File: src/rtl/asteroid_speed_ramp.sv
`default_nettype none
// ============================================================================
// asteroid_speed_ramp : kill/time driven difficulty ramp for the game clock
// Revision 1.0
// ============================================================================
module asteroid_speed_ramp #(
  parameter int unsigned MAX_LEVEL         = 10,
  parameter int unsigned KILLS_PER_LEVEL   = 8,
  parameter int unsigned SECONDS_PER_LEVEL = 30,
  parameter int unsigned TICKS_PER_SEC     = 50_000_000
) (
  input  logic       CLOCK_50,
  input  logic       resetn,
  input  logic       start,
  input  logic       pause,
  input  logic       game_over,
  input  logic       kill,
  output logic [3:0] speed_level,
  output logic       level_up,
  output logic       playing
);

  localparam int unsigned PW = (TICKS_PER_SEC > 1)     ? $clog2(TICKS_PER_SEC)     : 1;
  localparam int unsigned SW = (SECONDS_PER_LEVEL > 1) ? $clog2(SECONDS_PER_LEVEL) : 1;
  localparam int unsigned KW = (KILLS_PER_LEVEL > 1)   ? $clog2(KILLS_PER_LEVEL)   : 1;

  typedef enum logic [1:0] {
    IDLE  = 2'd0,
    RUN   = 2'd1,
    PAUSE = 2'd2,
    OVER  = 2'd3
  } state_t;

  state_t        state;
  state_t        state_next;
  logic [PW-1:0] prescaler;
  logic [SW-1:0] sec_cnt;
  logic [KW-1:0] kill_cnt;
  logic          advance;
  logic          restart;
  logic          strobe;
  logic          at_max;
  logic          kill_hit;
  logic          sec_hit;
  logic          bump;

  always_ff @(posedge CLOCK_50 or negedge resetn) begin
    if (!resetn) state <= IDLE;
    else         state <= state_next;
  end

  always_comb begin
    state_next = state;
    case (state)
      IDLE:    if (start) state_next = RUN;
      RUN:     if (game_over) state_next = OVER;
               else if (pause) state_next = PAUSE;
      PAUSE:   if (game_over) state_next = OVER;
               else if (!pause) state_next = RUN;
      OVER:    if (start) state_next = RUN;
      default: state_next = IDLE;
    endcase

    // Counting only happens in RUN when neither higher-priority input is active
    advance  = (state == RUN) && !game_over && !pause;
    restart  = ((state == IDLE) || (state == OVER)) && start;
    strobe   = advance && (32'(prescaler) == TICKS_PER_SEC - 1);
    kill_hit = (32'(kill_cnt) + 32'(kill)) == KILLS_PER_LEVEL;
    sec_hit  = (32'(sec_cnt) + 32'(strobe)) == SECONDS_PER_LEVEL;
    at_max   = (speed_level == 4'(MAX_LEVEL));
    bump     = advance && !at_max && (kill_hit || sec_hit);
  end

  always_ff @(posedge CLOCK_50 or negedge resetn) begin
    if (!resetn) begin
      prescaler   <= '0;
      sec_cnt     <= '0;
      kill_cnt    <= '0;
      speed_level <= 4'd0;
      level_up    <= 1'b0;
      playing     <= 1'b0;
    end else begin
      level_up <= 1'b0;
      playing  <= (state_next == RUN);
      if (restart) begin
        prescaler   <= '0;
        sec_cnt     <= '0;
        kill_cnt    <= '0;
        speed_level <= 4'd0;
      end else if (advance) begin
        prescaler <= strobe ? '0 : prescaler + PW'(1);
        if (at_max) begin
          sec_cnt  <= '0;
          kill_cnt <= '0;
        end else if (bump) begin
          // A coincident kill or strobe is consumed by the level-up
          speed_level <= speed_level + 4'd1;
          level_up    <= 1'b1;
          sec_cnt     <= '0;
          kill_cnt    <= '0;
        end else begin
          sec_cnt  <= sec_cnt + SW'(strobe);
          kill_cnt <= kill_cnt + KW'(kill);
        end
      end
    end
  end

endmodule
`default_nettype wire

File: config.mk
export PLATFORM = sky130hd
export DESIGN_NAME = asteroid_speed_ramp
export DESIGN_NICKNAME = d
export VERILOG_FILES = /design/src/rtl/asteroid_speed_ramp.sv
export SDC_FILE = /design/constraint.sdc
export NUM_CORES = 1
export LEC_CHECK = 0
export CELL_PAD_IN_SITES_DETAIL_PLACEMENT = 0
export CELL_PAD_IN_SITES_GLOBAL_PLACEMENT = 1
export CORE_ASPECT_RATIO = 1.2
export CORE_MARGIN = 2
export CORE_UTILIZATION = 45
export DETAILED_ROUTE_END_ITERATION = 8
export GPL_TIMING_DRIVEN = 0
export PLACE_DENSITY = 0.88
export SYNTH_ARGS = -nofsm -noshare
export SYNTH_HDL_FRONTEND = slang
export SYNTH_SLANG_ARGS = --single-unit
File: constraint.sdc
create_clock -name CLOCK_50 -period 9.8 [get_ports CLOCK_50]
set_input_delay 1.96 -clock CLOCK_50 [delete_from_list [all_inputs] [get_ports CLOCK_50]]
set_output_delay 1.96 -clock CLOCK_50 [all_outputs]
set_load 0.01 [all_outputs]
==> results_dict.tcl <==
set metrics [dict create \
    grt_remaining_overflow 0 \
    wl_per_cell_um 14.8 \
    critPathBufInv 2 \
    die_w_um 70.5 \
    syn_nets 269 \
    antenna_found_initial 0 \
    clock_skew_ns 0.00503 \
    synth_cell_types 51 \
    final_common_cell "dfrtp_1" \
    critPathSlowestCell "a2111oi_2" \
    power_density_nw_per_um2 174 \
    grt_max_degree 27 \
    dr.first_iter.drc_count 101 \
    p_leak_uw 0.00114 \
    crit_required_ns 10.02 \
    first_pass_iters 4 \
    ys_ff_latch 42 \
    start_util 0.460 \
    core-area_um2 5190 \
    cp-end-kind "register" \
    hold_path_depth 1 \
    crit_chain "clkdlybuf4s50_1 -> nor3b_1 -> clkbuf_1 -> nand3_1 -> nor3_2 -> ha_1 -> ha_1 -> xnor2_1 -> nor3_1 -> a2111oi_2 -> a21oi_1 -> mux2i_1" \
    synth_top_cell_by_area "dfrtp_1" \
    cts_tree "yes" \
    start_kind "input port" \
    regArea_um2 1050 \
    grtUsageTotal 0.186 \
    cts-root-buf "clkbuf_8" \
    yosys.area_share.simple 0.265 \
    fp.dieArea_um2 5910 \
    path_delay_family "simple AND/OR/NAND/NOR gates" \
    drive_gt1_frac 0.0842 \
    timing.hold.ws_ns 0.491 \
    min_period_ns 5.41 \
    clkTransAtPathRegs_ns 0.08 \
    cp.arrival_ns 5.63 \
    grt_pass1_vias 1915 \
    syn_inst 253 \
    cts_resized 0 \
    postCtsSetupBuffers 0 \
    grt_pass1_wl_um 8800 \
    rows 29 \
    num_antenna_cells 0 \
    ys.flop_type "dfrtp_1" \
    min_to "kill_cnt[2]$_DFFE_PN0P_" \
    drcViolationCount 0 \
    r2r.worst_path.cells 13 \
    syn_area_per_cell_um2 9.44 \
    synth.area.top_cells "dfrtp_1 44%, ha_1 5.2%, nor2_1 5.0%" \
    nFillCells 517 \
    hold_path.class "register to register" \
    rsz0062_at_grt "no" \
    vias 1890 \
    slew_headroom 0.406 \
    fin_nets 288 \
    chipHeight_um 83.8 \
    muxShareOfSynthArea 0.0168 \
    vdd.ir_drop.worst_v 0.000133 \
    multi_input_area_um2 1260 \
    synth_area_um2 2390 \
    synth_compound_area_frac 0.116 \
    cts_hold_buf 0 \
    finalCritPeriodShare 0.552 \
    fmaxAchievable_ghz 0.185 \
    r2r_setup_slack_ns 5.91 \
    clk_latency_ns 0.30 \
    final_hold_viol_count 0 \
    gp_congestion 0.788 \
    yosysWarningCount 0 \
    synth_top_family_by_area "simple AND/OR/NAND/NOR gates" \
    dpl.hpwl_um 3620 \
    portBuffers 11 \
    worstMarginPinSlew_ns 0.889 \
    fin_tns_setup_ns 0 \
    slew_violations 0 \
    areaGrowthSynthToFinish_pct 12.3 \
    viasPerCell 5.64 \
    async_flop_share 1.00 \
    reg2reg_to "sec_cnt[2]$_DFFE_PN0P_" \
    ys_seq_area_frac 0.440 \
    wl_um 4970 \
    htreeDepth 2 \
    cts.sinks 42 \
    cap_violations 0 \
    postRouteAntennaNets 0 \
    slowest_delay_ns 0.85 \
    crit_type "input port to register" \
    setup_viol 0 \
    num_io_pins 12 \
    cp_max_fo 10 \
    final_cell_mix "42 x dfrtp_1, 32 x nor2_1, 28 x nand2_1" \
    worstReg2RegStart "state[1]$_DFF_PN0_" \
    synth_edf_count 0 \
    clk_path_buf_depth 2 \
    synthAdderAreaFrac 0.0524 \
    cts_buffers 5 \
    crit_path_frequent_cell "ha_1" \
    synth-xor-area-share 0.0770 \
    holdCritStartpoint "kill_cnt[2]$_DFFE_PN0P_" \
    status "complete, no violations" \
    synth_top_area_share 0.440 \
]
-- power by group --
group          internal, µW  switching, µW
logic                  56.9           86.9
clock network          56.9           59.8
registers               190           15.7
total                   303            162
-- layer usage --
layer / part of all wire / wire (µm) / track usage
met5: 0 / 0 / 0
met4: 0.020 / 99 / 0.0612
met3: 0.023 / 113 / 0.0326
met2: 0.50 / 2490 / 0.326
met1: 0.46 / 2260 / 0.230
-- flip-flops by register name, summed over array words and instances, names as in the netlist --
name         flops
speed_level      4
prescaler       26
state            2
playing          1
level_up         1
sec_cnt          5
kill_cnt         3
-- metrics by stage --
| step | worst slack, ns | utilization | power [µW] | std cells | area, µm² |
|---|---|---|---|---|---|
| final | 4.39 | 0.517 | 466 | 335 | 2680 |
| after global routing | 4.04 | 0.517 | 498 | 335 | 2680 |
| after CTS | 4.41 | 0.517 | 471 | 335 | 2680 |
| after detailed placement | 4.12 | 0.499 | 355 | 327 | 2590 |
| after global placement | 4.10 | 0.497 | 350 | 326 | 2580 |
| after floorplan | 5.36 | - | 310 | 253 | 2390 |
-- worst max-delay path by stage --
stage	cells after the start	slack, ns	endpoint	from
final	12	4.39	sec_cnt[2]$_DFFE_PN0P_	pause
after global routing	12	4.04	sec_cnt[2]$_DFFE_PN0P_	pause
after CTS	12	4.41	sec_cnt[2]$_DFFE_PN0P_	pause
after detailed placement	12	4.12	sec_cnt[2]$_DFFE_PN0P_	pause
after global placement	12	4.10	kill_cnt[2]$_DFFE_PN0P_	pause
after floorplan	11	5.36	kill_cnt[2]$_DFFE_PN0P_	pause
-- cells in the mapped netlist, types with 2 or more instances --
| cell | n |
|---|---|
| o21ai_1 | 2 |
| nand4_1 | 7 |
| or4_1 | 2 |
| a21oi_1 | 10 |
| a211oi_1 | 2 |
| xor2_1 | 13 |
| nand2b_1 | 2 |
| o211ai_1 | 2 |
| dfrtp_1 | 42 |
| inv_1 | 9 |
| ha_1 | 10 |
| and2_1 | 2 |
| a22oi_1 | 2 |
| a22o_1 | 5 |
| mux2i_1 | 4 |
| nor4b_1 | 2 |
| buf_6 | 2 |
| o21a_1 | 2 |
| nand2_1 | 28 |
| or3_1 | 2 |
| buf_4 | 2 |
| xnor2_1 | 8 |
| nor3b_1 | 3 |
| nor2_1 | 32 |
| nand3_1 | 17 |
| o21ai_0 | 5 |
| nor4_2 | 2 |
| nor3_1 | 8 |
| a31oi_1 | 3 |
| and3_1 | 2 |
-- layout make-up --
class | instances | share of cell area
flip-flops and latches | 42 | 0.392
well taps | 62 | 0.0289
inverters | 9 | 0.0126
multi-input cells | 196 | 0.469
clock buffers | 7 | 0.0322
clock inverters | 1 | 0.00187
plain buffers | 6 | 0.0173
repair buffers | 12 | 0.0466
-- worst register-to-register path, cell delays in order (launching register included) --
cell and delay, ns:
dfrtp_1 0.42, inv_1 0.10, ha_1 0.15, nor3b_1 0.35, clkbuf_1 0.43, nand3_1 0.24, nor3_2 0.26, ha_1 0.21
ha_1 0.23, xnor2_1 0.14, nor3_1 0.11, a2111oi_2 0.85, a21oi_1 0.16, mux2i_1 0.16
-- cells by family after synthesis --
| group | after synthesis |
|---|---|
| AO/OA/AOI/OAI | 40 |
| XOR/XNOR | 21 |
| adder cells (fa/ha/maj) | 10 |
| buffers and inverters | 15 |
| flip-flops | 42 |
| multiplexers | 4 |
| AND/OR/NAND/NOR | 121 |
(Power assumes the default switching activity.)
